--- config.mk ---
export PLATFORM = sky130hd
export DESIGN_NAME = sprite_layer_bank
export DESIGN_NICKNAME = d
export VERILOG_FILES = /design/src/rtl/gpu_pkg.sv /design/src/rtl/sprite_hit_unit.sv /design/src/rtl/sprite_layer_bank.sv
export SDC_FILE = /design/constraint.sdc
export NUM_CORES = 1
export LEC_CHECK = 0
export CAP_MARGIN = 20
export CORE_ASPECT_RATIO = 0.7
export CORE_MARGIN = 1.5
export CORE_UTILIZATION = 45
export DETAILED_ROUTE_END_ITERATION = 10
export GPL_ROUTABILITY_DRIVEN = 0
export HOLD_SLACK_MARGIN = 0.06
export MAX_ROUTING_LAYER = met4
export PLACE_DENSITY_LB_ADDON = 0.1
export RECOVER_POWER = 25
export REMOVE_ABC_BUFFERS = 1
export SLEW_MARGIN = 40
export SYNTH_ARGS = -nofsm -noshare
export SYNTH_HDL_FRONTEND = slang
export SYNTH_HIERARCHICAL = 1
export SYNTH_SLANG_ARGS = --single-unit
--- constraint.sdc ---
create_clock -name CLK -period 7 [get_ports CLK]
set_input_delay 1.4 -clock CLK [delete_from_list [all_inputs] [get_ports CLK]]
set_output_delay 1.4 -clock CLK [all_outputs]
set_load 0.02 [all_outputs]
--- src/rtl/gpu_pkg.sv ---
// Shared GPU types: the 32-bit sprite descriptor layout and its reset/invisible encodings.
package gpu_pkg;

    localparam int Y_LSB     = 22;
    localparam int X_LSB     = 12;
    localparam int FLAGS_LSB = 6;
    localparam int IMG_LSB   = 0;
    localparam int Y_W       = 10;
    localparam int X_W       = 10;
    localparam int FLAGS_W   = 6;
    localparam int IMG_W     = 6;

    typedef struct packed {
        logic [Y_W-1:0]     y;
        logic [X_W-1:0]     x;
        logic [FLAGS_W-1:0] flags;
        logic [IMG_W-1:0]   img;
    } sprite_desc_t;

    localparam logic [FLAGS_W-1:0] INVISIBLE_FLAGS = 6'h3F;
    localparam logic [31:0]        DESC_RESET      = 32'h0000_0FC0;

    function automatic sprite_desc_t unpack_desc(input logic [31:0] raw);
        sprite_desc_t d;
        d.y     = raw[Y_LSB +: Y_W];
        d.x     = raw[X_LSB +: X_W];
        d.flags = raw[FLAGS_LSB +: FLAGS_W];
        d.img   = raw[IMG_LSB +: IMG_W];
        return d;
    endfunction

endpackage

--- src/rtl/sprite_hit_unit.sv ---
// Bounding-box hit test of one sprite against the current pixel, with in-sprite offsets.
module sprite_hit_unit
    import gpu_pkg::*;
#(
    parameter int SIZE_LOG2 = 5
) (
    input  sprite_desc_t          desc,
    input  logic [9:0]            sys_x,
    input  logic [9:0]            sys_y,
    output logic                  hit,
    output logic [SIZE_LOG2-1:0]  dx,
    output logic [SIZE_LOG2-1:0]  dy,
    output logic [IMG_W-1:0]      img
);

    localparam logic [10:0] EDGE = 11'(2 ** SIZE_LOG2);

    logic [10:0] px;
    logic [10:0] py;
    logic [10:0] x_lo;
    logic [10:0] y_lo;

    // 11-bit compares let a sprite near 1023 clip instead of wrapping to column 0
    always_comb begin
        px   = {1'b0, sys_x};
        py   = {1'b0, sys_y};
        x_lo = {1'b0, desc.x};
        y_lo = {1'b0, desc.y};
        hit  = (desc.flags != INVISIBLE_FLAGS)
             && (px >= x_lo) && (px < x_lo + EDGE)
             && (py >= y_lo) && (py < y_lo + EDGE);
        dx   = sys_x[SIZE_LOG2-1:0] - desc.x[SIZE_LOG2-1:0];
        dy   = sys_y[SIZE_LOG2-1:0] - desc.y[SIZE_LOG2-1:0];
        img  = desc.img;
    end

endmodule

--- src/rtl/sprite_layer_bank.sv ---
// Double-buffered sprite descriptor bank with per-pixel priority hit test, two-stage
// ROM composite pipeline and a sticky bounding-box collision flag.
module sprite_layer_bank
    import gpu_pkg::*;
#(
    parameter int                 N_SPRITES   = 4,
    parameter int                 SIZE_LOG2   = 5,
    parameter int                 PIXEL_W     = 16,
    parameter logic [PIXEL_W-1:0] TRANSPARENT = '0
) (
    input  logic                           CLK,
    input  logic                           RST,
    input  logic                           WRITE,
    input  logic [$clog2(N_SPRITES)-1:0]   WRITE_ADDR,
    input  logic [31:0]                    WRITE_DATA,
    input  logic                           FRAME_START,
    input  logic [9:0]                     SYS_X,
    input  logic [9:0]                     SYS_Y,
    input  logic                           PIXEL_VALID,
    input  logic [PIXEL_W-1:0]             BG_DATA,
    output logic [6+2*SIZE_LOG2-1:0]       ROM_ADDR,
    input  logic [PIXEL_W-1:0]             ROM_DATA,
    output logic [PIXEL_W-1:0]             OUT_GRAPHIC_DATA,
    output logic                           OUT_VALID,
    output logic                           COLLISION,
    input  logic                           COLLISION_CLR
);

    localparam int AW   = $clog2(N_SPRITES);
    localparam int RA_W = 6 + 2 * SIZE_LOG2;

    sprite_desc_t shadow_q [N_SPRITES];
    sprite_desc_t shadow_d [N_SPRITES];
    sprite_desc_t active_q [N_SPRITES];
    sprite_desc_t active_d [N_SPRITES];

    logic [N_SPRITES-1:0]  hit;
    logic [SIZE_LOG2-1:0]  dx  [N_SPRITES];
    logic [SIZE_LOG2-1:0]  dy  [N_SPRITES];
    logic [IMG_W-1:0]      img [N_SPRITES];

    logic                  win_found;
    logic [RA_W-1:0]       win_addr;
    logic                  multi_hit;

    logic [RA_W-1:0]       rom_addr_q, rom_addr_d;
    logic                  hit_q, hit_d;
    logic                  valid_q, valid_d;
    logic [PIXEL_W-1:0]    bg_q, bg_d;
    logic [PIXEL_W-1:0]    out_data_q, out_data_d;
    logic                  out_valid_q, out_valid_d;
    logic                  collision_q, collision_d;

    // A write landing on the commit cycle is forwarded straight into the active copy
    always_comb begin
        shadow_d = shadow_q;
        active_d = active_q;
        for (int i = 0; i < N_SPRITES; i++) begin
            if (WRITE && (WRITE_ADDR == AW'(i))) begin
                shadow_d[i] = unpack_desc(WRITE_DATA);
            end
        end
        if (FRAME_START) begin
            active_d = shadow_d;
        end
    end

    for (genvar g = 0; g < N_SPRITES; g++) begin : g_hit
        sprite_hit_unit #(
            .SIZE_LOG2 (SIZE_LOG2)
        ) u_hit (
            .desc  (active_q[g]),
            .sys_x (SYS_X),
            .sys_y (SYS_Y),
            .hit   (hit[g]),
            .dx    (dx[g]),
            .dy    (dy[g]),
            .img   (img[g])
        );
    end

    always_comb begin
        win_found = 1'b0;
        win_addr  = '0;
        for (int i = N_SPRITES - 1; i >= 0; i--) begin
            if (hit[i]) begin
                win_found = 1'b1;
                win_addr  = {img[i], dy[i], dx[i]};
            end
        end
        multi_hit = (hit & (hit - N_SPRITES'(1))) != '0;
    end

    always_comb begin
        rom_addr_d  = win_addr;
        hit_d       = win_found;
        bg_d        = BG_DATA;
        valid_d     = PIXEL_VALID;
        out_valid_d = valid_q;
        out_data_d  = (hit_q && (ROM_DATA != TRANSPARENT)) ? ROM_DATA : bg_q;
        collision_d = collision_q;
        if (COLLISION_CLR) begin
            collision_d = 1'b0;
        end
        if (PIXEL_VALID && multi_hit) begin
            collision_d = 1'b1;
        end
    end

    always_ff @(posedge CLK or negedge RST) begin
        if (!RST) begin
            for (int i = 0; i < N_SPRITES; i++) begin
                shadow_q[i] <= DESC_RESET;
                active_q[i] <= DESC_RESET;
            end
            rom_addr_q  <= '0;
            hit_q       <= 1'b0;
            valid_q     <= 1'b0;
            bg_q        <= '0;
            out_data_q  <= '0;
            out_valid_q <= 1'b0;
            collision_q <= 1'b0;
        end else begin
            shadow_q    <= shadow_d;
            active_q    <= active_d;
            rom_addr_q  <= rom_addr_d;
            hit_q       <= hit_d;
            valid_q     <= valid_d;
            bg_q        <= bg_d;
            out_data_q  <= out_data_d;
            out_valid_q <= out_valid_d;
            collision_q <= collision_d;
        end
    end

    assign ROM_ADDR         = rom_addr_q;
    assign OUT_GRAPHIC_DATA = out_data_q;
    assign OUT_VALID        = out_valid_q;
    assign COLLISION        = collision_q;

endmodule

# After elaboration in Yosys (flattened, before gate mapping)
# Index checks and enable logic that the tools add are counted.
# W data, S select, Z words.
# word_totals
word_cells	121
register_bits	308
inputBits	92
out_inout_bits	34
# op_classes
mux	15
add_sub_neg	17
bitwise_logic	1
n_lt_le_gt_ge	16
n_eq_ne	7
n_reduce_logical	26
# ops
op	count
$mux W32	4
$add A10 B6 Y11 const B	8
$lt A10 B11 Y1	8
$ge A10 B10 Y1	8
$mux W16	5
$sub A5 B5 Y5	8
$ne A6 B6 Y1 const B	4
$logic_and A1 B1 Y1	22
$reduce_bool A16 Y1	1
$mux W1	6
$and A4 B4 Y4	1
$eq A2 B2 Y1 const B	2
$reduce_bool A4 Y1	1
$sub A4 B1 Y4 const B	1
$eq A2 B1 Y1 const B	1
$logic_not A2 Y1	1
$reduce_bool A2 Y1	1

# Longest topological paths before layout
# Gate-level depths: netlist of the first run.
# logic_depth
ltp_word	10
mapped_depth	13
mapped_depth_nobuf	12

# By module
# Netlist of the first run, hierarchy kept.
# modules_own_cells
module	cells_each	area_per_inst_um2	seq_area_each_um2	instances
sprite_layer_bank	700	11598.6	7767.4	1
sprite_hit_unit at g_hit[1].u_hit ...	144	1073.5	0.0	2
sprite_hit_unit at g_hit[0].u_hit	144	1113.6	0.0	1
sprite_hit_unit at g_hit[3].u_hit	144	1112.3	0.0	1

# Least setup slack after synthesis of the first run
# Ideal clock, no wire load.
# synth_path
path_kind	input port to flip-flop
start	input SYS_Y[0]
end	register rom_addr_q[10], in the netlist ROM_ADDR[10]
setup_ps	95
n_path_buf	1
cell_stages	12
t_arrival_ps	3911
t_required_ps	6905
slack_ps	2993
cell_sequence	inv_1 ha_1 fa_1 a21boi_0 o21ai_0 o2111ai_1 a31o_2 nor4_1 nor2b_1 clkbuf_1 a221oi_1 o31ai_1
# synth_between
elab_chain_len	7
word_cells_on_any_way	20
classes_between	order compare (8); mux (4); reduce/logical (8)
# synth_rtl
element	line	text
from (decl)	sprite_layer_bank.sv:18	input logic [9:0] SYS_Y,
$ge A10 B10 Y1	sprite_hit_unit.sv:31	&& (py >= y_lo) && (py < y_lo + EDGE);
$logic_and A1 B1 Y1	sprite_hit_unit.sv:31	
$logic_and A1 B1 Y1 *	sprite_hit_unit.sv:31	
named net hit[3]	sprite_layer_bank.sv:37	logic [N_SPRITES-1:0] hit;
$mux W16 * (4 in a row)	sprite_layer_bank.sv:86	if (hit[i]) begin
named net rom_addr_d[10]	sprite_layer_bank.sv:46	logic [RA_W-1:0] rom_addr_q, rom_addr_d;
to (signal assigned)	sprite_layer_bank.sv:126	rom_addr_q <= rom_addr_d;
to (decl)	sprite_layer_bank.sv:46	
# Mark *: on every way through the listed nets, which the timed path passes. The rest lies on a longest branch.
# A chain may end at the register's enable or synchronous reset.

# Worst setup path in the final report of the first run
# layout_path
start	input SYS_Y[0]
end	register rom_addr_q[1], in the netlist ROM_ADDR[1]
# The elaborated chain is that of the path after synthesis.

==> results of run 1 <==
-- power groups by stage --
stage               Sequential, uW  Clock (uW)  Combinational, uW
finish                        2400        1640               1870
floorplan                     2430           0               1180
global placement              2430           0               1820
CTS                           2410        1690               1870
detailed placement            2440           0               1860
global route                  2450        1760               2070
-- logic make-up (layout without fill, tap and decap cells) --
logic type / after synthesis / count (layout)
DFF: 308 / 308
muxes: 272 / 272
buffers and inverters: 179 / 315
AOI/OAI and AO/OA: 176 / 176
and+or+nand+nor: 161 / 161
adders and majority gates: 137 / 137
xor gates and xnor gates: 43 / 43
-- critical path: cells and delay by family --
| family | cells | cell delay (ns) |
|---|---|---|
| compound gates | 6 | 1.11 |
| fa+ha+maj | 2 | 0.64 |
| simple gates | 2 | 0.97 |
| buf+inv | 3 | 0.90 |
-- metal layers --
layer	track usage, %	vias to the layer above	part of all wire [%]
met5	-	-	0
met4	3.31	0	1.4
met3	3.80	41	4.3
met2	31.9	167	44
met1	31.2	5088	51
li1	-	4750	-
-- layout make-up --
class                      instances  area, um2  share of cell area [%]
timing repair buffer             142       1420                    7.59
inverter                         117        439                    2.36
multi-input combinational        789       7410                    39.8
clock inverter                     7       67.6                   0.363
sequential                       308       7770                    41.7
tap                              472        591                    3.17
clock buffer                      49        945                    5.07
-- synthesized netlist by cell type (all sizes together) (10+ instances only) --
library cell	instances
mux2	272
dfrtp	260
ha	128
inv	117
dfstp	48
buf	42
a21oi	34
nor2	33
xnor2	33
nand2	30
nand3	30
nor2b	27
o21ai	24
o31ai	23
clkbuf	20
a221oi	17
a21o	11
nor3	11
o21a	10
xor2	10
-- sequential cells by signal, indices dropped and copies added, names as in the netlist --
signal / cells
out_valid_d: 1
hit_q: 1
ROM_ADDR: 16
bg_q: 16
active_q: 128
OUT_GRAPHIC_DATA: 16
COLLISION: 1
shadow_q: 128
OUT_VALID: 1
-- stage by stage --
| step | utilization [%] | setup WS, ns | power (uW) | std cells |
|---|---|---|---|---|
| after floorplan | - | 2.67 | 3620 | 1214 |
| after global placement | 50.4 | 1.98 | 4250 | 1824 |
| after detailed placement | 50.7 | 1.81 | 4290 | 1828 |
| after CTS | 53.6 | 2.40 | 5970 | 1884 |
| after global routing | 53.6 | 1.88 | 6280 | 1884 |
| final | 53.6 | 2.41 | 5910 | 1884 |
-- final timing paths --
| check | startpoint | endpoint | depth (start not counted) |
|---|---|---|---|
| setup / recovery | SYS_Y[0] | ROM_ADDR[1] | 13 |
| hold reg to reg | out_valid_d | OUT_VALID | 0 |
| hold / removal | out_valid_d | OUT_VALID | 0 |
| max in group asynchronous | RST | bg_q[0] | 3 |
| setup reg to reg | active_q[17] | ROM_ADDR[1] | 12 |
| min in group asynchronous | RST | bg_q[3] | 1 |
==> results.json, run 1 <==
{
  "post_cts_buffers": 0,
  "setup_viol": 0,
  "synth_edf_count": 0,
  "swShare_pct": 31.3,
  "grt_pass1_wl_um": 59400,
  "crit_path_max_incr_delay_ns": 0.54,
  "maxSlewHeadroom_pct": -153,
  "die_area_um2": 36600,
  "die_h_um": 161,
  "antennaDiodeCount": 0,
  "critPathKind": "in2reg",
  "end_kind": "register",
  "fp.dieW_um": 228,
  "pwr-share-clk_pct": 27.7,
  "cts_tree": "yes",
  "hold_path.class": "reg2reg",
  "synthSimpleGateAreaFrac_pct": 5.31,
  "ys.flop_type": "dfrtp_1",
  "p_switching_uw": 1850,
  "ys_ff_latch": 308,
  "drive_gt1_share_pct": 29.0,
  "crit_arrival_ns": 5.03,
  "nFillCells": 3091,
  "start_util_pct": 45.9,
  "route.detailed.drc": 0,
  "grtUsageTotal_pct": 21.4,
  "ys_warn_count": 6,
  "routedWlPerCell_um": 19.6,
  "clockBufferDepth": 3,
  "worstPathRequired_ns": 7.45,
  "layout_commonest_cell": "mux2_2",
  "ctsResizeCount": 0,
  "clock_skew_ns": 0.00942,
  "path_cells": "clkdlybuf4s50_1 -> inv_1 -> ha_1 -> fa_1 -> a21boi_0 -> o21ai_0 -> o2111ai_1 -> a31o_2 -> nor4_1 -> nor2b_1 -> buf_4 -> a221oi_1 -> o31ai_1",
  "layout_common_cells": "mux2_2 (272), dfrtp_1 (260), ha_1 (128)",
  "irDropWorstVdd_v": 0.000205,
  "internal-power_uw": 4060,
  "r2r_slack_ns": 3.32,
  "dpl.hpwl_um": 26400,
  "numClockSinks": 308,
  "netlist.area_leader.share_pct": 40.7,
  "min_period_ns": 4.59,
  "area_growth_pct": 16.7,
  "rsz0062_at_grt": "no",
  "async_flop_share_pct": 100,
  "syn-instance-count": 1276,
  "fmax_ghz": 0.218,
  "boundaryPins": 126,
  "root_buffer": "clkbuf_16",
  "synth-xor-area-share_pct": 2.36,
  "drtAntennaViolNets": 0,
  "worst_slew_pin_slew_ns": 3.80,
  "drt_iter0_markers": 610,
  "grt_max_degree": 86,
  "cts_buffers": 31,
  "detail_route.first_pass.iterations": 5,
  "status": "complete, but fails checks",
  "h-tree-depth": 1,
  "vias": 10046,
  "synth_compound_area_share_pct": 8.23,
  "core_area_um2": 34800,
  "post-route-period-util_pct": 65.5,
  "drv_slew": 69,
  "synth_top_family_by_area": "multiplexers",
  "whs_ns": 0.348,
  "synth-seq-area-share_pct": 48.6,
  "maxCapViolCount": 1,
  "layout.nets": 1617,
  "synth.distinct_cells": 68,
  "grt_pass1_vias": 10275,
  "seq_power_share_pct": 40.7,
  "io_buffer_count": 125,
  "cp-start-kind": "input pin",
  "clock_latency_ns": 0.56,
  "powerDensity_nw_per_um2": 317,
  "synthAdderAreaFrac_pct": 11.1,
  "viasPerCell": 5.33,
  "path_clk_slew_ns": 0.06,
  "comb_power_share_pct": 31.6,
  "synth_top_cell_by_area": "dfrtp_1",
  "wl_um": 36900,
  "final_cell_area_um2": 18600,
  "leakage_uw": 0.00818,
  "ctsHoldBuffers": 0,
  "syn_area_um2": 16000,
  "violations": "capacitance limit, slew limit",
  "synth_area_leaders": "dfrtp_1 (41%), mux2_2 (19%), ha_1 (10%)",
  "muxShareOfSynthArea_pct": 19.2,
  "grt-ovfl-total": 0,
  "critPathSlowestCell": "clkdlybuf4s50_1",
  "synth.avg_cell_area_um2": 12.5,
  "antenna_found_initial": 0,
  "finalSetupTns_ns": 0,
  "cp_max_fo": 10,
  "rows": 57,
  "dpl_cell_area_um2": 17600,
  "finalHoldViolCount": 0
}
Note: power is estimated with default switching activity, not from simulation.
==> run 2: changes to the inputs <==
clock period = 4.7 ns   (was 7 ns; I/O delays follow)
==> run 2 against run 1 <==
Compared with the run above:
- the flow still finishes with violations (capacitance limit, slew limit)
- register-to-register slack lost 2.1 ns
- clock power is 59% higher
- hold slack improved by 0.0062 ns
- die area stayed put
- critical path depth did not move
- non-clock buffer count rose by 23
==> results.json, run 2 (synthesis gave the netlist of run 1 again) <==
{
  "status": "complete, but fails checks",
  "violations": "capacitance limit, slew limit",
  "path_buf_inv": 3,
  "vias": 10035,
  "maxCapViolCount": 2,
  "hold_path.class": "reg2reg",
  "dpl.hpwl_um": 27300,
  "rsz0062_at_grt": "no",
  "cts_buffers": 31,
  "final_cell_area_um2": 18900,
  "ctsResizeCount": 0,
  "finalSetupTns_ns": 0,
  "start_util_pct": 45.9,
  "path_cells": "clkdlybuf4s50_1 -> inv_1 -> ha_1 -> fa_1 -> nand2b_1 -> a21oi_1 -> o21ai_0 -> a211o_1 -> a211oi_4 -> nor2b_1 -> buf_4 -> a221oi_1 -> o31ai_1",
  "finalWorstSetupSlack_ns": 0.872,
  "worst_setup_path_endpoint": "ROM_ADDR[2]",
  "io_buffer_count": 125,
  "detail_route.first_pass.iterations": 5,
  "drv_slew": 112,
  "die_area_um2": 36600,
  "clock_latency_ns": 0.58,
  "drt_iter0_markers": 646,
  "ctsHoldBuffers": 0,
  "fp.dieW_um": 228,
  "critPathKind": "in2reg",
  "worst_slew_pin_slew_ns": 1.99,
  "viasPerCell": 5.26,
  "irDropWorstVdd_v": 0.000360,
  "numClockSinks": 308,
  "drtAntennaViolNets": 0,
  "area_growth_pct": 18.3,
  "route.detailed.drc": 0,
  "layout.nets": 1640,
  "critPathSlowestCell": "a211oi_4",
  "antennaDiodeCount": 0,
  "min_period_ns": 3.83,
  "leakage_uw": 0.00833,
  "grt_pass1_wl_um": 60300,
  "reg2reg_to": "ROM_ADDR[2]",
  "fmax_ghz": 0.261,
  "startpoint": "SYS_Y[0]",
  "post_cts_buffers": 0,
  "path_delay_family": "compound AO/OA/AOI/OAI gates",
  "grtUsageTotal_pct": 21.7,
  "pre_cts_ws_ns": 0.235,
  "core_area_um2": 34800,
  "crit-reg2reg-launch": "active_q[59]",
  "layout_common_cells": "mux2_2 (272), dfrtp_1 (260), ha_1 (128)",
  "maxSlewHeadroom_pct": -32.4,
  "wl_um": 37700,
  "crit_arrival_ns": 4.28,
  "routedWlPerCell_um": 19.7,
  "worstPathRequired_ns": 5.15,
  "powerDensity_nw_per_um2": 477,
  "boundaryPins": 126,
  "r2r_slack_ns": 1.27,
  "reg_top3": "active_q (128), shadow_q (128)",
  "post-route-period-util_pct": 81.4,
  "dpl_cell_area_um2": 17800,
  "layout_commonest_cell": "mux2_2",
  "reg2reg_depth": 12,
  "path_clk_slew_ns": 0.06,
  "cts_tree": "yes",
  "grt_pass1_vias": 10278,
  "crit_path_max_incr_delay_ns": 0.62,
  "h-tree-depth": 1,
  "antenna_found_initial": 0,
  "grt_max_degree": 103,
  "root_buffer": "clkbuf_16",
  "grt-ovfl-total": 0,
  "path_depth": 13,
  "setup_viol": 0,
  "rows": 57,
  "cp_max_fo": 15,
  "clock_skew_ns": 0.0165,
  "finalHoldViolCount": 0,
  "end_kind": "register",
  "die_h_um": 161,
  "cp-start-kind": "input pin",
  "clockBufferDepth": 3,
  "drive_gt1_share_pct": 30.6
}
-- run 2: cell type report --
class                           instances  area [um2]
Fill cell                            3077       15900
Clock buffer                           40         880
Sequential cell                       308        7770
Timing Repair Buffer                  165        1590
Clock inverter                         17         206
Inverter                              117         439
Tap cell                              472         591
Multi-Input combinational cell        789        7430
-- run 2: how the worst min path moves through the flow --
stage                 from        end  slack, ns  cells after the start
4_1_cts        out_valid_d  OUT_VALID       0.36                      0
3_5_place_dp   out_valid_d  OUT_VALID       0.35                      0
5_1_grt        out_valid_d  OUT_VALID       0.37                      0
3_3_place_gp   out_valid_d  OUT_VALID       0.34                      0
2_1_floorplan  out_valid_d  OUT_VALID       0.33                      0
6_report       out_valid_d  OUT_VALID       0.35                      0
-- run 2: metal layers --
layer | up-vias | global-route usage [%] | wire [um]
li1 | 4805 | - | -
met1 | 5030 | 32.8 | 19400
met2 | 168 | 31.3 | 16200
met3 | 32 | 3.20 | 1480
met4 | 0 | 3.61 | 541
met5 | - | - | 0
-- run 2: power by group --
| part | total, uW | switching [uW] | internal [uW] |
|---|---|---|---|
| logic | 2820 | 1450 | 1370 |
| registers | 3590 | 315 | 3280 |
| clock network | 2610 | 1070 | 1540 |
-- run 2: per-stage QoR --
step	hold slack, ns	util (%)	total power, uW	cells
3_5_place_dp	0.347	51.1	6450	1849
4_1_cts	0.361	54.2	9100	1906
6_report	0.354	54.3	9020	1908
2_1_floorplan	0.331	-	5390	1214
5_1_grt	0.372	54.3	9580	1908
3_3_place_gp	0.336	51.1	6370	1849
==> run 3: changes to the inputs <==
clock period = 3.49 ns   (was 4.7 ns; I/O delays follow)
==> run 3 against run 2 <==
Compared with the run above:
- the run still ends with capacitance limit, slew limit left
- clock skew down 0.0032 ns
- hold slack lost 0.0037 ns
- critical path type unchanged
- sequential cell count is the same
- critical endpoint is now ROM_ADDR[3]
- first-iteration DRC count up 0.77%
==> results.json, run 3 (synthesis gave the netlist of run 1 again) <==
{
  "status": "complete, but fails checks",
  "violations": "capacitance limit, slew limit",
  "internal-power_uw": 8390,
  "pwr-share-clk_pct": 27.2,
  "ff_latch_area_um2": 7770,
  "viasPerCell": 5.26,
  "dpl.hpwl_um": 28200,
  "finalHoldViolCount": 0,
  "powerDensity_nw_per_um2": 630,
  "boundaryPins": 126,
  "core_area_um2": 34800,
  "layout_commonest_cell": "mux2_2",
  "antenna_found_initial": 0,
  "pre_cts_ws_ns": -0.720,
  "crit_arrival_ns": 3.76,
  "r2r_slack_ns": 0.29,
  "detail_route.first_pass.iterations": 5,
  "worst_slew_pin_slew_ns": 2.37,
  "die_area_um2": 36600,
  "fmax_ghz": 0.301,
  "irDropWorstVdd_v": 0.000395,
  "antennaDiodeCount": 0,
  "cts_tree": "yes",
  "crit_top_cell": "inv_1",
  "setup_viol": 0,
  "drtAntennaViolNets": 0,
  "comb_power_share_pct": 33.3,
  "layoutNonFillerInstCount": 1967,
  "critPathSlowestCell": "clkdlybuf4s50_1",
  "grt_pass1_wl_um": 61500,
  "path_cells": "clkdlybuf4s50_1 -> inv_1 -> ha_1 -> inv_1 -> fa_1 -> a21oi_1 -> o221ai_1 -> a21o_1 -> a2111oi_4 -> nor4_4 -> nor2b_2 -> buf_4 -> a221oi_1 -> o31ai_1",
  "vias": 10347,
  "swShare_pct": 31.5,
  "route.detailed.drc": 0,
  "placedCellCount": 1904,
  "wl_um": 38300,
  "grtUsageTotal_pct": 22.1,
  "routedWlPerCell_um": 19.5,
  "fp.dieW_um": 228,
  "p_switching_uw": 3850,
  "io_buffer_count": 125,
  "rows": 57,
  "start_util_pct": 45.9,
  "end_kind": "register",
  "nFillCells": 3025,
  "grt-ovfl-total": 0,
  "cp-start-kind": "input pin",
  "maxSlewHeadroom_pct": -58.3,
  "drt_iter0_markers": 651,
  "drive_gt1_share_pct": 33.1,
  "layout_common_cells": "mux2_2 (272), dfrtp_1 (260), ha_1 (128)",
  "maxCapViolCount": 1,
  "rsz0062_at_grt": "no",
  "clock_latency_ns": 0.57,
  "hold_path.class": "reg2reg",
  "clock_skew_ns": 0.0133,
  "post-route-period-util_pct": 95.0,
  "leakage_uw": 0.00864,
  "numClockSinks": 308,
  "area_growth_pct": 21.6,
  "drv_slew": 38,
  "cp_max_fo": 8,
  "min_period_ns": 3.32,
  "crit_path_max_incr_delay_ns": 0.50,
  "finalWorstSetupSlack_ns": 0.173,
  "multi_input_area_um2": 7430,
  "grt_max_degree": 99,
  "grt_pass1_vias": 10551,
  "clockBufferDepth": 3,
  "seq_power_share_pct": 39.5,
  "layout.nets": 1699,
  "h-tree-depth": 1,
  "die_h_um": 161,
  "root_buffer": "clkbuf_16",
  "path_clk_slew_ns": 0.06,
  "reg_top3": "active_q (128), shadow_q (128)",
  "cts_buffers": 31,
  "critPathKind": "in2reg",
  "worstPathRequired_ns": 3.93
}
## run 3: cell types whose count changed in the layout (fill, tap and decap cells not counted), sizes merged, moves of 2 or more
cell and change:
clkbuf +5, bufinv -2, clkinv -4, buf +58
clkinvlp +2
## run 3: cell type report
cell class,instances,share of cell area (%)
flip-flops and latches,308,40.0
clock buffers,45,4.62
clock inverters,12,0.631
repair buffers,224,11.2
well taps,472,3.04
inverters,117,2.26
multi-input cells,789,38.2
## run 3: what timing repair did
action / 4_1_cts / 5_1_grt
hold buffers: 0 / 1
gates cloned: 0 / 0
resized for setup: 1 / 2
pin swaps: 1 / 0
setup endpoints to repair: 16 / 15
buffers inserted: 4 / 0
endpoints found under the hold margin: 0 / 36
## run 3: final timing paths
check / endpoint / from / cells after the start
min: OUT_VALID / out_valid_d / 0
max: ROM_ADDR[3] / SYS_X[0] / 14
max reg2reg: ROM_ADDR[14] / active_q[60] / 14
min in group asynchronous: bg_q[4] / RST / 2
min reg2reg: OUT_VALID / out_valid_d / 0
max in group asynchronous: active_q[41] / RST / 4
## run 3: routing by layer
metal / GRT usage (%) / share of wire, %
met5: - / 0
met4: 4.15 / 1.7
met3: 3.46 / 4.3
met2: 31.7 / 42
met1: 33.1 / 52
## run 3: worst max-delay path: cells and delay by family
kind                     cells  cell delay, ns
buffers and inverters        4            0.81
AND/OR/NAND/NOR              2            0.31
AO/OA/AOI/OAI                6            1.41
adder cells (fa/ha/maj)      2            0.54
## run 3: power by group through the flow
stage	clock, uW	combinational [uW]	sequential (uW)
6_report	3330	4080	4830
5_1_grt	3570	4500	4930
4_1_cts	3430	4060	4840
3_5_place_dp	0	4020	4900
3_3_place_gp	0	3940	4880
2_1_floorplan	0	2370	4880
## run 3: stage by stage
stage / util (%) / hold WS, ns / TNS, ns / cell area (um2) / power, uW
detailed placement: 52.7 / 0.338 / -11.46 / 18300 / 8910
finish: 55.8 / 0.350 / 0 / 19400 / 12200
CTS: 55.7 / 0.184 / 0 / 19400 / 12300
floorplan: - / 0.331 / -2.12 / 15600 / 7260
global placement: 52.7 / 0.333 / -13.66 / 18300 / 8820
global route: 55.8 / 0.369 / 0 / 19400 / 13000
